==> src/rtl/ldst_pkg.sv <==
// ----------------------------------------------------------------------------
// ldst_pkg -- shared definitions for the load/store unit.
//   XLEN        : data/address width (only 32 is supported)
//   size_e      : request size encoding (byte/half/word/illegal)
//   MODE_*      : bus lane-mode constants driven on bus_mode
//   state_e     : control FSM states
//   is_aligned / size_to_mode / size_to_lanes : small decode helpers
// ----------------------------------------------------------------------------
package ldst_pkg;

  localparam int XLEN = 32;

  typedef enum logic [1:0] {
    SZ_BYTE    = 2'd0,
    SZ_HALF    = 2'd1,
    SZ_WORD    = 2'd2,
    SZ_ILLEGAL = 2'd3
  } size_e;

  localparam logic [2:0] MODE_BYTE = 3'b001;
  localparam logic [2:0] MODE_HALF = 3'b011;
  localparam logic [2:0] MODE_WORD = 3'b111;

  typedef enum logic [1:0] {
    ST_IDLE,
    ST_ISSUE,
    ST_CAPTURE,
    ST_RESP
  } state_e;

  // An illegal size is never aligned, so it always takes the error path.
  function automatic logic is_aligned(input size_e size, input logic [1:0] off);
    logic ok;
    case (size)
      SZ_BYTE: ok = 1'b1;
      SZ_HALF: ok = ~off[0];
      SZ_WORD: ok = (off == 2'b00);
      default: ok = 1'b0;
    endcase
    return ok;
  endfunction

  function automatic logic [2:0] size_to_mode(input size_e size);
    logic [2:0] mode;
    case (size)
      SZ_BYTE: mode = MODE_BYTE;
      SZ_HALF: mode = MODE_HALF;
      SZ_WORD: mode = MODE_WORD;
      default: mode = 3'b000;
    endcase
    return mode;
  endfunction

  // Byte-lane enables for an access starting at lane 0.
  function automatic logic [3:0] size_to_lanes(input size_e size);
    logic [3:0] lanes;
    case (size)
      SZ_BYTE: lanes = 4'b0001;
      SZ_HALF: lanes = 4'b0011;
      SZ_WORD: lanes = 4'b1111;
      default: lanes = 4'b0000;
    endcase
    return lanes;
  endfunction

endpackage

==> src/rtl/ld_align.sv <==
// ----------------------------------------------------------------------------
// ld_align -- combinational load-data alignment.
//   i_data   : raw 32-bit word from the slave (all lanes)
//   i_offset : byte offset of the access (addr[1:0])
//   i_size   : access size
//   i_signed : 1 = sign-extend, 0 = zero-extend
//   o_data   : right-justified, extended load result (0 for illegal size)
// ----------------------------------------------------------------------------
module ld_align
  import ldst_pkg::*;
(
  input  logic [XLEN-1:0] i_data,
  input  logic [1:0]      i_offset,
  input  size_e           i_size,
  input  logic            i_signed,
  output logic [XLEN-1:0] o_data
);

  logic [XLEN-1:0] w_shifted;

  assign w_shifted = i_data >> {i_offset, 3'b000};

  always_comb begin
    o_data = '0;
    case (i_size)
      SZ_BYTE: o_data = {{24{i_signed & w_shifted[7]}},  w_shifted[7:0]};
      SZ_HALF: o_data = {{16{i_signed & w_shifted[15]}}, w_shifted[15:0]};
      SZ_WORD: o_data = w_shifted;
      default: o_data = '0;
    endcase
  end

endmodule

==> src/rtl/ldst_unit.sv <==
// ----------------------------------------------------------------------------
// ldst_unit -- single-outstanding load/store unit bridging a core request
// channel to a uib bus master with a fixed 1-cycle slave read latency.
//   clk, rst                  : clock, async active-low reset
//   req_valid/req_ready       : request handshake (ready only in IDLE)
//   req_wen/size/signed/addr/wdata : request fields
//   resp_valid/resp_ready     : response handshake
//   resp_rdata/resp_err       : extended load data / misalign-or-illegal flag
//   bus_req/wen/mode/addr/dat_i : bus master outputs, nonzero only in ISSUE
//   bus_dat_o                 : raw read lanes from the slave
// Latency from the accept edge: load 3, store 2, error 1 cycles.
// ----------------------------------------------------------------------------
module ldst_unit #(
  parameter int XLEN = 32  // only 32 is supported
) (
  input  logic            clk,
  input  logic            rst,
  input  logic            req_valid,
  output logic            req_ready,
  input  logic            req_wen,
  input  logic [1:0]      req_size,
  input  logic            req_signed,
  input  logic [XLEN-1:0] req_addr,
  input  logic [XLEN-1:0] req_wdata,
  output logic            resp_valid,
  input  logic            resp_ready,
  output logic [XLEN-1:0] resp_rdata,
  output logic            resp_err,
  output logic            bus_req,
  output logic            bus_wen,
  output logic [2:0]      bus_mode,
  output logic [XLEN-1:0] bus_addr,
  output logic [XLEN-1:0] bus_dat_i,
  input  logic [XLEN-1:0] bus_dat_o
);

  import ldst_pkg::*;

  state_e          r_state, w_state_nxt;
  logic [XLEN-1:0] r_addr, r_wdata, r_rdata;
  size_e           r_size;
  logic            r_signed, r_wen, r_err;

  logic            w_accept, w_aligned;
  logic [3:0]      w_lanes;
  logic [XLEN-1:0] w_lane_mask, w_ld_data;

  assign w_accept  = (r_state == ST_IDLE) && req_valid;
  assign w_aligned = is_aligned(size_e'(req_size), req_addr[1:0]);

  // Active byte lanes of the latched access, expanded to a bit mask.
  assign w_lanes = size_to_lanes(r_size) << r_addr[1:0];
  always_comb begin
    w_lane_mask = '0;
    for (int i = 0; i < 4; i++) w_lane_mask[8*i +: 8] = {8{w_lanes[i]}};
  end

  ld_align u_ld_align (
    .i_data   (bus_dat_o),
    .i_offset (r_addr[1:0]),
    .i_size   (r_size),
    .i_signed (r_signed),
    .o_data   (w_ld_data)
  );

  // NOTE: clocked state uses non-blocking (<=) so every flop samples pre-edge values.
  always_ff @(posedge clk or negedge rst) begin
    if (!rst) r_state <= ST_IDLE;
    else      r_state <= w_state_nxt;
  end

  // NOTE: the latched request is reset too, so no stale access survives a reset.
  always_ff @(posedge clk or negedge rst) begin
    if (!rst) begin
      r_addr   <= '0;
      r_wdata  <= '0;
      r_rdata  <= '0;
      r_size   <= SZ_BYTE;
      r_signed <= 1'b0;
      r_wen    <= 1'b0;
      r_err    <= 1'b0;
    end else if (w_accept) begin
      r_addr   <= req_addr;
      r_wdata  <= req_wdata;
      r_rdata  <= '0;          // stores and errors answer with zero data
      r_size   <= size_e'(req_size);
      r_signed <= req_signed;
      r_wen    <= req_wen;
      r_err    <= ~w_aligned;
    end else if (r_state == ST_CAPTURE) begin
      r_rdata  <= w_ld_data;   // slave data is valid exactly this cycle
    end
  end

  // All outputs decode from the state register, so an async reset clears
  // the bus strobes immediately without waiting for a clock edge.
  // NOTE: every output gets a default first; a missed branch would otherwise infer a latch.
  always_comb begin
    w_state_nxt = r_state;
    req_ready   = 1'b0;
    resp_valid  = 1'b0;
    resp_err    = 1'b0;
    resp_rdata  = '0;
    bus_req     = 1'b0;
    bus_wen     = 1'b0;
    bus_mode    = 3'b000;
    bus_addr    = '0;
    bus_dat_i   = '0;
    case (r_state)
      ST_IDLE: begin
        req_ready = 1'b1;
        if (req_valid) w_state_nxt = w_aligned ? ST_ISSUE : ST_RESP;
      end
      ST_ISSUE: begin
        bus_req     = 1'b1;
        bus_wen     = r_wen;
        bus_mode    = size_to_mode(r_size);
        bus_addr    = r_addr;
        bus_dat_i   = (r_wdata << {r_addr[1:0], 3'b000}) & w_lane_mask;
        w_state_nxt = r_wen ? ST_RESP : ST_CAPTURE;
      end
      ST_CAPTURE: w_state_nxt = ST_RESP;
      ST_RESP: begin
        resp_valid = 1'b1;
        resp_err   = r_err;
        resp_rdata = r_rdata;
        if (resp_ready) w_state_nxt = ST_IDLE;
      end
      default: w_state_nxt = ST_IDLE;
    endcase
  end

endmodule

==> config.mk <==
export PLATFORM = sky130hd
export DESIGN_NAME = ldst_unit
export DESIGN_NICKNAME = d
export VERILOG_FILES = /design/src/rtl/ldst_pkg.sv /design/src/rtl/ld_align.sv /design/src/rtl/ldst_unit.sv
export SDC_FILE = /design/constraint.sdc
export NUM_CORES = 1
export LEC_CHECK = 0
export CAP_MARGIN = 15
export CORE_MARGIN = 2
export CORE_UTILIZATION = 45
export CTS_CLUSTER_SIZE = 25
export DETAILED_ROUTE_END_ITERATION = 6
export PLACE_DENSITY = 0.81
export RECOVER_POWER = 100
export SYNTH_ARGS = -nofsm -noshare
export SYNTH_HDL_FRONTEND = slang
export SYNTH_SLANG_ARGS = --single-unit
==> constraint.sdc <==
create_clock -name clk -period 2.4 [get_ports clk]
set_input_delay 0.24 -clock clk [delete_from_list [all_inputs] [get_ports clk]]
set_output_delay 0.24 -clock clk [all_outputs]
set_load 0.1 [all_outputs]
======== Word-level counts from Yosys, hierarchy flattened ========
Cells that the tools add are included.
storage, ports and cells
  flip-flop bits (word level) ............. 103
  input port bits ......................... 104
  output and inout port bits .............. 104
  logic and storage cells ................. 52
cells by class
  eq/ne operators ......................... 9
  shift operators ......................... 3
  mux-type cells .......................... 20
  bitwise logic cells ..................... 5
  reduce and logical (&&, ||, !) cells .... 7
operators with widths
  operator                                       number
  2-to-1 mux 32 bit                              5
  case mux 32 bit (3 select lines)               1
  bitwise AND 32 bit                             1
  left shift 32 x 5 -> 32 bit                    1
  right shift 32 x 5 -> 32 bit                   1
  case mux 4 bit (3 select lines)                1
  case mux 3 bit (3 select lines)                1
  == test 2 bit, second input constant           4
  zero test 2 bit                                4
  case mux 2 bit (4 select lines)                1
  == test 2 x 1 -> 1 bit, second input constant  3
  2-to-1 mux 1 bit                               6
  2-to-1 mux 2 bit                               3
  inequality test 2 bit, second input constant   2
  left shift 4 x 2 -> 4 bit                      1
  2-to-1 mux 3 bit                               1
  case mux 1 bit (3 select lines)                1
  bitwise AND 1 bit                              2
  inverter 1 bit                                 2
  AND reduction 2 bit                            1
  nonzero test 2 bit                             1
  logical AND 1 bit                              1

======== Depth between registers and ports, before layout ========
Gate-level depths: netlist of run 1.
  depth after elaboration ................. 5
  depth in mapped cells ................... 8
  depth with buffers taken out ............ 6

======== Hierarchy ========
A second synthesis of run 1 with hierarchy kept.
second synthesis, totals
  cells, all modules ...................... 700
  area, all modules ....................... 6108.4 um^2
modules (own cells, without submodules)
  module     times used  cells an instance  area each (um^2)  sequential area each (um^2)
  ldst_unit  1           586                5318.9            2577.5
  ld_align   1           114                789.5             0.0

======== Worst setup path after synthesis of run 1 ========
OpenSTA, ideal clock, no wires.
  kind .................................... register to output
  start point ............................. register r_state[1]
  end point ............................... output port bus_dat_i[24]
  data arrival time ....................... 4.070 ns
  data required time ...................... 2.160 ns
  slack ................................... -1.910 ns
  stages on the path, launching flop included .. 6
  buffers on the path ..................... 1
  cell sequence ........................... dfrtp_1 inv_1 ha_1 clkbuf_1 o21ai_1 a211oi_1
between the ends
  longest elaborated chain between the ends .. 2
RTL lines
  element                 line              text
  from (decl)             ldst_unit.sv:39   state_e r_state, w_state_nxt;
  from (signal assigned)  ldst_unit.sv:69   else r_state <= w_state_nxt;
  == test 2 x 1 -> 1 bit  ldst_unit.sv:109  case (r_state)
  2-to-1 mux 32 bit       ldst_unit.sv:109
  to (decl)               ldst_unit.sv:33   output logic [XLEN-1:0] bus_dat_i,
Every way passes these cells.

======== Worst setup path after layout of run 1 ========
  start point ............................. register r_size[1]
  end point ............................... output port bus_dat_i[24]
between the ends
  longest elaborated chain between the ends .. 5
  elaborated cells between the ends (all ways) .. 7
  classes of those cells .................. 2 x eq/ne; 1 x shift; 2 x mux; 1 x bitwise; 1 x reduce/logical
RTL lines
  element                                      line              text
  from (decl)                                  ldst_unit.sv:41   size_e r_size;
  from (signal assigned)                       ldst_unit.sv:86   r_size <= size_e'(req_size);
  == test 2 bit, or another cell as far along  ldst_pkg.sv:57    case (size)
  case mux 4 bit (3 select lines) *            ldst_pkg.sv:57
  left shift 4 x 2 -> 4 bit *                  ldst_unit.sv:52   assign w_lanes = size_to_lanes(r_size) << r_addr[1:0];
  bitwise AND 32 bit *                         ldst_unit.sv:119  bus_dat_i = (r_wdata << {r_addr[1:0], 3'b000}) & w_lane_mask;
  2-to-1 mux 32 bit *                          ldst_unit.sv:109
Mark *: on every way between the ends. The rest lies on a longest branch, timed or not.

==> summary.txt, run 1 <==
Place
  • Dpl cell area: 9110 um2
  • Worst Setup Slack post-DPL: 0.170 ns
  • Final HPWL DP: 13200 um
  • Port bufs: 207
  • Gp weighted congestion: 0.874

Clock network
  • CTS H-tree lvls: 3
  • Root buf cell: clkbuf_16
  • TritonCTS clock tree: done
  • Clock transition at the registers of the reported paths: 0.07 ns
  • TritonCTS Buffers: 9
  • Clk_lat worst skew: 0.35 ns
  • CTS sink cnt: 103
  • Worst-case clock buffer depth: 2

Final layout
  • Number of diodes: 0
  • Final instance area: 9300 um2
  • Final core occ: 77.1%
  • Share of cells above drive strength 1: 35.1%
  • Number of nets in the layout: 843
  • Register area: 2580 um2
  • P&R area growth vs syn: 66.2%
  • Filler cells: 792
  • Area of the multi-input gates: 3050 um2

Floorplan
  • Core area: 12100 um2
  • Row count: 40
  • Die Y: 116 um
  • Num ports: 208
  • Initial Utilization: 46.4%
  • Die ar.: 13300 um2
  • Die width: 116 um

Synthesis
  • Post-synth top area share: 46.0%
  • Mapped Avg Cell Area: 10.6 um2
  • Area contributors post-synth: dfrtp_1, mux2_2, and2_1, mux2i_1, a221o_1
  • Synthesized net count: 641
  • Asr flop ratio synth: 100%
  • Post-synth EDFFs: 0
  • Syn Inst Count: 528
  • Area leader, netlist: dfrtp_1
  • Cell area after synthesis: 5600 um2
  • Post-synth cell types: 35
  • Ys Warns: 0
  • Seq/Total Area, Yosys: 46.0%
  • Ys flop type: dfrtp_1
  • FF+latch count, synth: 103

Route
  • DR WL/cell: 19.9 um
  • DRT Pass-1 Iters: 5
  • DR iter-0 viols: 214
  • Drt total wl: 18000 um
  • Routed via count: 4943
  • Residual DRC: 0
  • Post-DR vias/cell: 5.47
  • ANT nets after route: 0

Timing
  • Period minus WS final: 2.32 ns
  • Final Max Slew Viols: 0
  • Worst slew pin tran: 0.851 ns
  • Max Clock Freq: 430 MHz
  • Final period utilization: 96.8%
  • Final setup margin: 0.0758 ns
  • Setup violators final: 0
  • Clock skew: 0.00473 ns
  • Max-slew headroom: 43.2%
  • Fin. Hold Viols: 0
  • Unrepaired setup endpoints after global routing: no

Setup path
  • Reg2Reg Launch Point: r_state[0]$_DFFE_PN0P_
  • Internal reg-to-reg setup slack: 0.16 ns
  • WS Path Type: reg -> out
  • Worst Setup SP: r_size[1]$_DFFE_PN0P_
  • WP data arrival: 2.08 ns
  • Crit. End Element: primary output
  • R2R cell count: 8
  • Critical path peak fanout: 4
  • Startpoint Class: flip-flop
  • Worst reg2reg endpoint: r_rdata[0]$_DFFE_PN0P_
  • End point of the critical path: bus_dat_i[24]
  • Critical Path RT: 2.16 ns

Power and ir drop
  • Sw frac: 51.5%
  • Power share of the combinational group: 66.5%
  • Peak VDD IR: 1.09 mV
  • Clock Power Share: 10.7%
  • Leak: 3.83 nW
  • Register share of total power: 22.7%
  • Pint: 6.71 mW
  • PD cells: 1490 nW/um2
  • Sw power: 7.13 mW
  • Power, Total: 13.8 mW

Global routing
  • Initial antenna violation count: 0
  • Number of global-route vias before repair: 5410
  • GRT Overall Usage: 27.8%
  • Gr ovfl total: 0
  • Largest net degree at the start of global routing: 53
  • First-pass GRT wire length: 28500 um

Run
  • Max_cap viols: 0

Status
  • Status: complete, no violations

Worst hold path
  • Min-Delay Path Class: reg -> reg
## cells in the mapped netlist (2+ instances only)
cell / n
o21ai_1: 2
o21ai_0: 29
buf_1: 2
and2_1: 77
nand3_1: 2
buf_6: 3
o22ai_1: 2
mux2_2: 71
nor2b_1: 11
nand2_1: 25
nor2_1: 36
a221o_1: 16
a21oi_1: 25
dfrtp_1: 103
ha_1: 9
mux2i_1: 33
nand2b_1: 2
buf_2: 13
o31ai_1: 2
or2_2: 2
nand3b_1: 8
a211oi_1: 16
inv_1: 9
clkbuf_1: 19
## final cells by class
class,count,share of cell area (%)
Clock buffer,13,3.01
Sequential cell,103,27.7
Clock inverter,3,0.269
Timing Repair Buffer,228,33.6
Tap cell,168,2.26
Multi-Input combinational cell,379,32.8
Inverter,9,0.363
## sequential cells by signal, summed over array words and instances, names as in the netlist
| register | count |
|---|---|
| r_addr | 32 |
| r_rdata | 32 |
| r_wdata | 32 |
| r_size | 2 |
| r_state | 2 |
| r_err | 1 |
| r_signed | 1 |
| r_wen | 1 |
## how the worst min path moves through the flow
stage          cells after the start              startpoint                      end  slack [ns]
5_1_grt                            2       r_err$_DFFE_PN0P_        r_err$_DFFE_PN0P_        0.50
3_3_place_gp                       1                     rst  r_rdata[10]$_DFFE_PN0P_        0.21
6_report                           2  r_rdata[7]$_DFFE_PN0P_   r_rdata[7]$_DFFE_PN0P_        0.48
4_1_cts                            2                     rst  r_rdata[10]$_DFFE_PN0P_        0.41
3_5_place_dp                       1                     rst  r_rdata[10]$_DFFE_PN0P_        0.22
2_1_floorplan                      0                     rst    r_addr[0]$_DFFE_PN0P_       -0.06
## power by group through the flow
stage	Combinational, mW	Sequential (mW)	Clock [mW]
CTS	9.44	3.13	1.49
global placement	9.14	3.06	0
floorplan	6.50	2.90	0
global route	9.65	3.25	1.56
detailed placement	9.34	3.14	0
finish	9.21	3.14	1.49
## per-stage QoR
step                      std cells  hold WS, ns  setup TNS, ns
after floorplan                 528      -0.0556          -1.11
after global placement          883        0.213              0
after detailed placement        883        0.215              0
after CTS                       902        0.406              0
after global routing            903        0.498              0
final                           903        0.477              0
## cell usage in the layout, fill, tap and decap left out, types with 5 or more instances in the layout
cell and count:
a211oi_4 8, o21ai_0 29, dfrtp_1 102, nor2b_1 10, a211oi_1 6, nor2_4 8, buf_4 14, buf_6 10
and2_2 9, mux2i_1 33, nor2_1 24, buf_12 87, a21oi_1 25, nand3b_1 8, ha_1 5, mux2_2 70
nand2_1 25, clkbuf_2 6, clkbuf_16 9, a221o_1 16, buf_8 6, clkdlybuf4s50_1 102, inv_1 8, and2_0 66
## critical path, cell delays in order (launching register included)
cell and delay [ns]:
dfrtp_1 0.41, inv_1 0.14, ha_4 0.23, o211a_1 0.25
o21ai_4 0.22, buf_4 0.22, a211oi_4 0.06, buf_12 0.20
## layer usage
metal  share of wire, %  global-route usage [%]  wire, um  up-vias
met5                  0                       0         0        -
met4                2.8                    11.5       501        0
met3                7.5                    6.59      1350       40
met2                 52                    48.5      9270      214
met1                 38                    32.9      6870     2452
li1                   -                       -         -     2237
## kinds of logic after synthesis
logic type	Yosys count	synth area share, %
multiplexers	105	20.4
AO/OA/AOI/OAI	99	11.7
buffers and inverters	46	3.78
adder cells (fa/ha/maj)	9	2.01
flip-flops	103	46.0
AND/OR/NAND/NOR	166	16.0
## what timing repair did
| item | CTS | global route |
|---|---|---|
| buffers inserted | 2 | 1 |
| hold buffers | 1 | 0 |
| pin swaps | 1 | 2 |
| hold endpoints to repair | 31 | 0 |
| setup endpoints to repair | 7 | 11 |
| resized for setup | 2 | 4 |
No activity file was read; power rests on OpenSTA's default activity.
==> run 2: changes to the inputs <==
PLACE_DENSITY = 0.85   (was 0.81)
==> run 2 against run 1 <==
Clock skew up 0.0054 ns. Non-clock buffer count decreased by 2. Cell area is 0.89% lower. Die area unchanged. Register-to-register slack got worse by 0.02 ns. Sequential power increased by 3%. Power shrank 1.5%. Worst setup slack better by 0.0024 ns. Combinational power down 2%. Critical path depth stayed put. Largest power group unchanged.
==> summary.txt, run 2 (synthesized netlist as in run 1, its figures left out) <==
Timing
  • Sum Neg Setup Slack: 0 ns (unchanged)
  • Fin. Hold Viols: 0 (unchanged)
  • Setup violators final: 0 (unchanged)
  • Max Clock Freq: 431 MHz (+0.10%)
  • Worst slew pin tran: 1.34 ns (+0.492 ns)
  • Hold slack final: 0.473 ns (-0.00308 ns)
  • Final Max Slew Viols: 0 (unchanged)
  • Period minus WS final: 2.32 ns (-0.00239 ns)
  • Unrepaired setup endpoints after global routing: no
  • Clock skew: 0.0102 ns (+0.00543 ns)
  • Max-slew headroom: 10.5% (-33 points)
  • Final period utilization: 96.7% (-0.10 points)

Route
  • Drt total wl: 17300 um (-3.7%)
  • Routed via count: 4882 (-1.2%)
  • DRT Pass-1 Iters: 5 (unchanged)
  • ANT nets after route: 0 (unchanged)
  • DR WL/cell: 19.2 um (-3.5%)
  • Residual DRC: 0 (unchanged)
  • DR iter-0 viols: 287 (+34%)
  • Post-DR vias/cell: 5.42 (-1.0%)

Setup path
  • Crit. End Element: primary output
  • WS Path Type: reg -> out
  • CP cell instances: inv_2 -> ha_4 -> o211a_1 -> o21ai_4 -> buf_12 -> a211oi_4 -> buf_4
  • CP max stage delay: 0.42 ns (about the same)
  • Slowest-stage cell, CP: dfrtp_1
  • WP data arrival: 2.08 ns (about the same)
  • Startpoint Class: flip-flop
  • Critical path peak fanout: 8 (+4)
  • Critical Path RT: 2.16 ns (about the same)

Final layout
  • Final core occ: 76.4% (-0.68 points)
  • Most frequent cells in the layout: clkdlybuf4s50_1, dfrtp_1, buf_12
  • Most common cell after layout, fill and taps aside: clkdlybuf4s50_1
  • Final instance area: 9220 um2 (-0.89%)
  • Number of diodes: 0 (unchanged)
  • Share of cells above drive strength 1: 34.8% (-0.31 points)
  • Number of nets in the layout: 841 (-0.24%)
  • Largest regs: r_addr x32, r_rdata x32, r_wdata x32
  • Post-Layout Cell Count: 901 (-0.22%)
  • P&R area growth vs syn: 64.7%

Clock network
  • Clock transition at the registers of the reported paths: 0.07 ns (about the same)
  • TritonCTS Buffers: 9 (unchanged)
  • CTS H-tree lvls: 3 (unchanged)
  • Clk_lat worst skew: 0.35 ns (about the same)
  • Root buf cell: clkbuf_16
  • Worst-case clock buffer depth: 2 (unchanged)
  • TritonCTS clock tree: done
  • CTS sink cnt: 103 (unchanged)

Power and ir drop
  • Sw power: 7.06 mW (-1.0%)
  • Leak: 3.79 nW (-0.97%)
  • Power share of the combinational group: 66.4% (about the same)
  • Peak VDD IR: 1.00 mV (-8.3%)
  • PD cells: 1480 nW/um2 (-0.62%)
  • Sw frac: 51.8% (+0.26 points)
  • Pint: 6.57 mW (-2.0%)
  • Register share of total power: 23.6% (+0.9 points)
  • Clock Power Share: 10.0% (-0.7 points)

Status
  • Status: complete, no violations

Floorplan
  • Core area: 12100 um2 (unchanged)
  • Initial Utilization: 46.4% (unchanged)
  • Die width: 116 um (unchanged)
  • Num ports: 208 (unchanged)
  • Die ar.: 13300 um2 (unchanged)
  • Die Y: 116 um (unchanged)
  • Row count: 40 (unchanged)

Place
  • Final HPWL DP: 13000 um (-1.6%)
  • Placed Cells: 881 (-0.23%)
  • Port bufs: 207 (unchanged)
  • Dpl cell area: 9110 um2 (about the same)
  • Gp weighted congestion: 0.876 (+0.29%)

Global routing
  • Initial antenna violation count: 0 (unchanged)
  • GRT Overall Usage: 26.9% (-0.90 points)
  • Largest net degree at the start of global routing: 54 (+1.9%)
  • Gr ovfl total: 0 (unchanged)
  • Number of global-route vias before repair: 5215 (-3.6%)
  • First-pass GRT wire length: 27700 um (-2.7%)

Worst hold path
  • Min-Delay Path Class: in -> reg

Run
  • Max_cap viols: 0 (unchanged)
[run 2: critical path, delay by kind of cell, from the launching register on]
| kind | cells | cell delay, ns |
|---|---|---|
| AO/OA/AOI/OAI | 3 | 0.47 |
| adder cells (fa/ha/maj) | 1 | 0.29 |
| buffers and inverters | 3 | 0.55 |
| flip-flops | 1 | 0.42 |
[run 2: final timing paths]
path                                        startpoint  cells past startpoint                 endpoint  slack, ns
worst max register to register  r_state[1]$_DFFE_PN0P_                      5  r_wdata[25]$_DFFE_PN0P_       0.14
worst max-delay path             r_size[1]$_DFFE_PN0P_                      7            bus_dat_i[24]       0.08
min in group asynchronous                          rst                      2    r_addr[7]$_DFFE_PN0P_       0.76
worst min register to register  r_rdata[7]$_DFFE_PN0P_                      2   r_rdata[7]$_DFFE_PN0P_       0.48
max in group asynchronous                          rst                      3  r_wdata[29]$_DFFE_PN0P_       0.62
worst min-delay path                        req_signed                      3     r_signed$_DFFE_PN0P_       0.47
[run 2: layout make-up]
type	count	area, um2
Fill cell	762	2840
Clock inverter	5	33.8
Inverter	9	33.8
Tap cell	168	210
Multi-Input combinational cell	379	3050
Timing Repair Buffer	226	3060
Sequential cell	103	2580
Clock buffer	11	243
[run 2: per-layer routing]
metal | part of all wire, % | global-route usage (%) | up-vias
met2 | 50 | 45.4 | 216
li1 | - | - | 2238
met4 | 2.2 | 9.32 | 0
met1 | 38 | 33.1 | 2397
met3 | 9.3 | 7.69 | 31
met5 | 0 | 0 | -
[run 2: power groups by stage]
stage / logic [mW] / registers [mW] / clock network [mW]
2_1_floorplan: 6.50 / 2.90 / 0
3_5_place_dp: 9.24 / 3.21 / 0
4_1_cts: 9.32 / 3.19 / 1.39
3_3_place_gp: 9.02 / 3.14 / 0
5_1_grt: 9.51 / 3.32 / 1.48
6_report: 9.05 / 3.22 / 1.36
[run 2: repair_timing]
item | 4_1_cts | 5_1_grt
hold buffers | 1 | 0
resized for setup | 2 | 6
endpoints found under the hold margin | 51 | 0
buffers inserted | 2 | 2
setup endpoints to repair | 10 | 16
pin swaps | 1 | 3
[run 2: per-stage QoR]
stage	setup slack [ns]	power, mW
final	0.0782	13.6
after global routing	0.00478	14.3
after CTS	0.00363	13.9
after detailed placement	0.250	12.4
after global placement	0.368	12.2
after floorplan	-0.159	9.40
